[config.mk]
export PLATFORM = sky130hd
export DESIGN_NAME = mux16_scanner
export DESIGN_NICKNAME = d
export VERILOG_FILES = /design/src/rtl/mux16_scanner_pkg.sv /design/src/rtl/mux16_next_idx.sv /design/src/rtl/mux16_scanner.sv
export SDC_FILE = /design/constraint.sdc
export NUM_CORES = 1
export LEC_CHECK = 0
export CAP_MARGIN = 30
export CORE_AREA = 2 2 85 87
export CTS_CLUSTER_DIAMETER = 40
export DETAILED_ROUTE_END_ITERATION = 10
export DIE_AREA = 0 0 87 89
export SKIP_CTS_REPAIR_TIMING = 1
export SYNTH_ARGS = -nofsm -noshare
export SYNTH_HDL_FRONTEND = slang
export SYNTH_HIERARCHICAL = 1
export SYNTH_SLANG_ARGS = --single-unit
[constraint.sdc]
create_clock -name clk -period 2.58 [get_ports clk]
set_input_delay 0.258 -clock clk [delete_from_list [all_inputs] [get_ports clk]]
set_output_delay 0.258 -clock clk [all_outputs]
set_load 0.03 [all_outputs]
[src/rtl/mux16_scanner_pkg.sv]
// rtl/mux16_scanner_pkg.sv - shared types and constants for the 16-channel scanner
// Contents:
//   N_CH, SEL_W  channel count and channel-index width
//   state_t      scanner FSM states (IDLE, SCAN, DONE)
//   lowest_set   {found, index} of the lowest set bit of a channel mask
package mux16_scanner_pkg;

    localparam int N_CH  = 16;
    localparam int SEL_W = 4;

    typedef enum logic [1:0] {
        IDLE = 2'd0,
        SCAN = 2'd1,
        DONE = 2'd2
    } state_t;

    // The MSB of the result is the found flag; the low bits are the index.
    // Scanning from the top down lets the lowest set bit win.
    function automatic logic [SEL_W:0] lowest_set(input logic [N_CH-1:0] m);
        logic [SEL_W:0] r;
        r = '0;
        for (int i = N_CH - 1; i >= 0; i--) begin
            if (m[i]) begin
                r = {1'b1, SEL_W'(i)};
            end
        end
        return r;
    endfunction

endpackage

[src/rtl/mux16_next_idx.sv]
// rtl/mux16_next_idx.sv - combinational search for the next enabled channel
// Ports:
//   i_mask_q    captured channel-enable mask
//   i_cur_idx   channel index currently on the serial output
//   o_next_idx  lowest enabled index strictly greater than i_cur_idx
//   o_found     1 when such an index exists
module mux16_next_idx
    import mux16_scanner_pkg::*;
(
    input  logic [N_CH-1:0]  i_mask_q,
    input  logic [SEL_W-1:0] i_cur_idx,
    output logic [SEL_W-1:0] o_next_idx,
    output logic             o_found
);

    always_comb begin
        o_next_idx = '0;
        o_found    = 1'b0;
        // Descending loop: the last hit written is the lowest qualifying index.
        for (int i = N_CH - 1; i >= 0; i--) begin
            if (i_mask_q[i] && (i > int'(i_cur_idx))) begin
                o_found    = 1'b1;
                o_next_idx = SEL_W'(i);
            end
        end
    end

endmodule

[src/rtl/mux16_scanner.sv]
// rtl/mux16_scanner.sv - captures 16 channel bits and serialises the enabled ones
// Parameter:
//   SKIP_MASKED  1: visit only channels enabled in mask; 0: visit all 16 channels
// Ports:
//   clk, rst_n   clock and synchronous active-low reset
//   start        capture din/mask and begin a scan (honoured only in IDLE)
//   din, mask    parallel channel data and channel enables
//   ready        downstream accepts the current beat
//   dout, sel    serial data bit and its channel index
//   valid        dout/sel carry a beat
//   busy         FSM is not in IDLE
//   done         one-cycle pulse at the end of each scan
module mux16_scanner
    import mux16_scanner_pkg::*;
#(
    parameter bit SKIP_MASKED = 1'b1
) (
    input  logic             clk,
    input  logic             rst_n,
    input  logic             start,
    input  logic [N_CH-1:0]  din,
    input  logic [N_CH-1:0]  mask,
    input  logic             ready,
    output logic             dout,
    output logic [SEL_W-1:0] sel,
    output logic             valid,
    output logic             busy,
    output logic             done
);

    state_t             r_state;
    logic [N_CH-1:0]    r_data_q;
    logic [N_CH-1:0]    r_mask_q;
    logic [SEL_W-1:0]   r_sel;

    state_t             w_state_nxt;
    logic [SEL_W-1:0]   w_sel_nxt;
    logic               w_capture;
    logic [N_CH-1:0]    w_mask_in;
    logic [SEL_W:0]     w_first;
    logic [SEL_W-1:0]   w_next_idx;
    logic               w_next_found;

    // With SKIP_MASKED cleared every channel is treated as enabled.
    assign w_mask_in = SKIP_MASKED ? mask : {N_CH{1'b1}};

    // The first beat must be on sel the cycle after start, so the initial
    // index is found from the incoming mask rather than from r_mask_q.
    assign w_first = lowest_set(w_mask_in);

    mux16_next_idx u_next_idx (
        .i_mask_q   (r_mask_q),
        .i_cur_idx  (r_sel),
        .o_next_idx (w_next_idx),
        .o_found    (w_next_found)
    );

    // dout depends only on registers, so ready never reaches valid/dout
    // combinationally.
    assign dout = r_data_q[r_sel];
    assign sel  = r_sel;

    always_comb begin
        w_state_nxt = r_state;
        w_sel_nxt   = r_sel;
        w_capture   = 1'b0;
        valid       = 1'b0;
        busy        = 1'b1;
        done        = 1'b0;
        case (r_state)
            IDLE: begin
                busy = 1'b0;
                if (start) begin
                    w_capture = 1'b1;
                    if (w_first[SEL_W]) begin
                        w_state_nxt = SCAN;
                        w_sel_nxt   = w_first[SEL_W-1:0];
                    end else begin
                        w_state_nxt = DONE;
                    end
                end
            end
            SCAN: begin
                valid = 1'b1;
                if (ready) begin
                    if (w_next_found) begin
                        w_sel_nxt = w_next_idx;
                    end else begin
                        // No wrap-around: the scan ends after the highest
                        // enabled channel.
                        w_state_nxt = DONE;
                    end
                end
            end
            DONE: begin
                done        = 1'b1;
                w_state_nxt = IDLE;
            end
            default: begin
                busy        = 1'b0;
                w_state_nxt = IDLE;
            end
        endcase
    end

    always_ff @(posedge clk) begin
        if (!rst_n) begin
            r_state  <= IDLE;
            r_sel    <= '0;
            r_data_q <= '0;
            r_mask_q <= '0;
        end else begin
            r_state <= w_state_nxt;
            r_sel   <= w_sel_nxt;
            if (w_capture) begin
                r_data_q <= din;
                r_mask_q <= w_mask_in;
            end
        end
    end

endmodule

==> metrics.txt <==
status finished clean; GRT Util Overall 0.171; TritonCTS clock tree done; pin count of the biggest net entering global routing 32; number of port buffers 43; Starting Density 0.341; drt pass-1 iters 5; Worst Tran Pin Value 0.681 ns; Arrival @ worst endpoint 2.59 ns; Final Cycle Share 0.931; H-tree Lvls 2; Max Clk Rate 416 MHz; site row count 30; area delta synth->final 29.9%; PwrDens 997 nW/um^2; vias in the first global route 2180; Leak 1.08 nW; first-pass GRT wire length 10.6 mm; Worst Hold Class flop to flop; Max Cap Violations 0; Die Span X 87 um; Residual DRC 0; final setup fails 0; Via density 5.57; critical path endpoint category flop; # IOs 44; total wire length 6.39 mm; drt initial violations 155; Slew Viols, Final 0; Final Util 0.443; Mapped Nets 333; WL per Instance 15.1 um; GRT overflow 0; Synth Instances 294; Crit Path Max Fanout 12; RePlAce Congestion 0.822; Die Y 89 um; max_slew headroom 0.546; maximum clock insertion buffer count 2; final hold violation count 0; worst vdd ir 0.000793 V; worst setup path class flop to flop; Fin Setup TNS 0 ns; Antenna Violating Nets Remaining 0; required time of the critical path 2.77 ns; WHS 0.460 ns; RSZ-0062 raised after global routing false; CTS sink count 37; CP Launch Type flop; Clock Skews 0.0103 ns; CTS Buf Count 5; initial antenna violation count 0; DIE AREA 7740 sq um; Clock transition at path regs 0.08 ns; share of layout cells above drive strength 1 0.126; synthesized area 2290 sq um; worst-skew pair later-pin latency 0.29 ns; worst slack, placed -0.00261 ns; Clock Tree Root clkbuf_8; Synthesis Warnings 6; DPL Wire Length 4.82 mm; fin crit period 2.40 ns; antenna cell count 0; Mean Syn Cell Area 7.79 sq um; Vias 2349; setup ws final 0.178 ns; core box area 6720 sq um; Layout Nets 380
-- cell usage in the layout (no fill, tap or decap), types with 3 or more instances in the layout --
| master | instances |
|---|---|
| a211oi_1 | 3 |
| a21oi_1 | 43 |
| a22oi_1 | 3 |
| a311oi_1 | 3 |
| buf_4 | 13 |
| clkbuf_8 | 5 |
| clkdlybuf4s50_1 | 42 |
| dfxtp_1 | 36 |
| ha_1 | 3 |
| inv_1 | 10 |
| mux2i_1 | 3 |
| mux4_2 | 5 |
| nand2_1 | 73 |
| nand2b_1 | 5 |
| nand3_1 | 5 |
| nor2_1 | 14 |
| nor2b_1 | 5 |
| nor4_1 | 4 |
| o21a_1 | 3 |
| o21ai_0 | 6 |
| o31ai_1 | 4 |
-- routing by layer --
| metal | GRT usage | wire length [um] | share of wire | up-vias |
|---|---|---|---|---|
| met5 | 0 | 0 | 0 | - |
| met4 | 0.0469 | 85 | 0.013 | 0 |
| met3 | 0.0249 | 328 | 0.051 | 8 |
| met2 | 0.280 | 3000 | 0.47 | 76 |
| met1 | 0.236 | 2980 | 0.47 | 1114 |
| li1 | - | - | - | 1151 |
-- path summary, 6_finish.rpt --
kind	startpoint	to	slack, ns	cells past startpoint
max reg2reg	sel[1]$_SDFFE_PN0P_	sel[0]$_SDFFE_PN0P_	0.18	9
max	sel[1]$_SDFFE_PN0P_	sel[0]$_SDFFE_PN0P_	0.18	9
min	r_data_q[11]$_SDFFE_PN0P_	r_data_q[11]$_SDFFE_PN0P_	0.46	2
min reg2reg	r_data_q[11]$_SDFFE_PN0P_	r_data_q[11]$_SDFFE_PN0P_	0.46	2
-- layout make-up --
type | count | area (sq um)
Fill cell | 674 | 3740
Multi-Input combinational cell | 228 | 1420
Sequential cell | 37 | 742
Timing Repair Buffer | 56 | 531
Tap cell | 80 | 100
Clock buffer | 5 | 68.8
Clock inverter | 3 | 68.8
Inverter | 13 | 48.8
-- metrics by stage --
step | cells | cell area [sq um] | total power, mW
finish | 422 | 2980 | 2.97
global route | 422 | 2980 | 3.17
CTS | 422 | 2970 | 2.95
detailed placement | 414 | 2830 | 2.34
global placement | 414 | 2830 | 2.33
floorplan | 294 | 2290 | 1.88
-- registers in the layout (all words and copies together), names as in the netlist --
register,flops
r_state,2
r_data_q,16
r_mask_q,15
sel,4
-- where the power goes --
group          internal [mW]  switching, mW
Sequential             0.695          0.130
Clock                  0.389          0.219
Combinational          0.666          0.868
-- worst max-delay path, cell delays in order, from the launching register on --
cell,delay [ns]
dfxtp_1,0.53
buf_4,0.26
nor2_1,0.07
a211o_1,0.31
nor3_2,0.25
nand3b_1,0.16
nand3_1,0.13
o21ai_2,0.10
a311o_1,0.38
o311a_1,0.12
(Power assumes the default switching activity.)
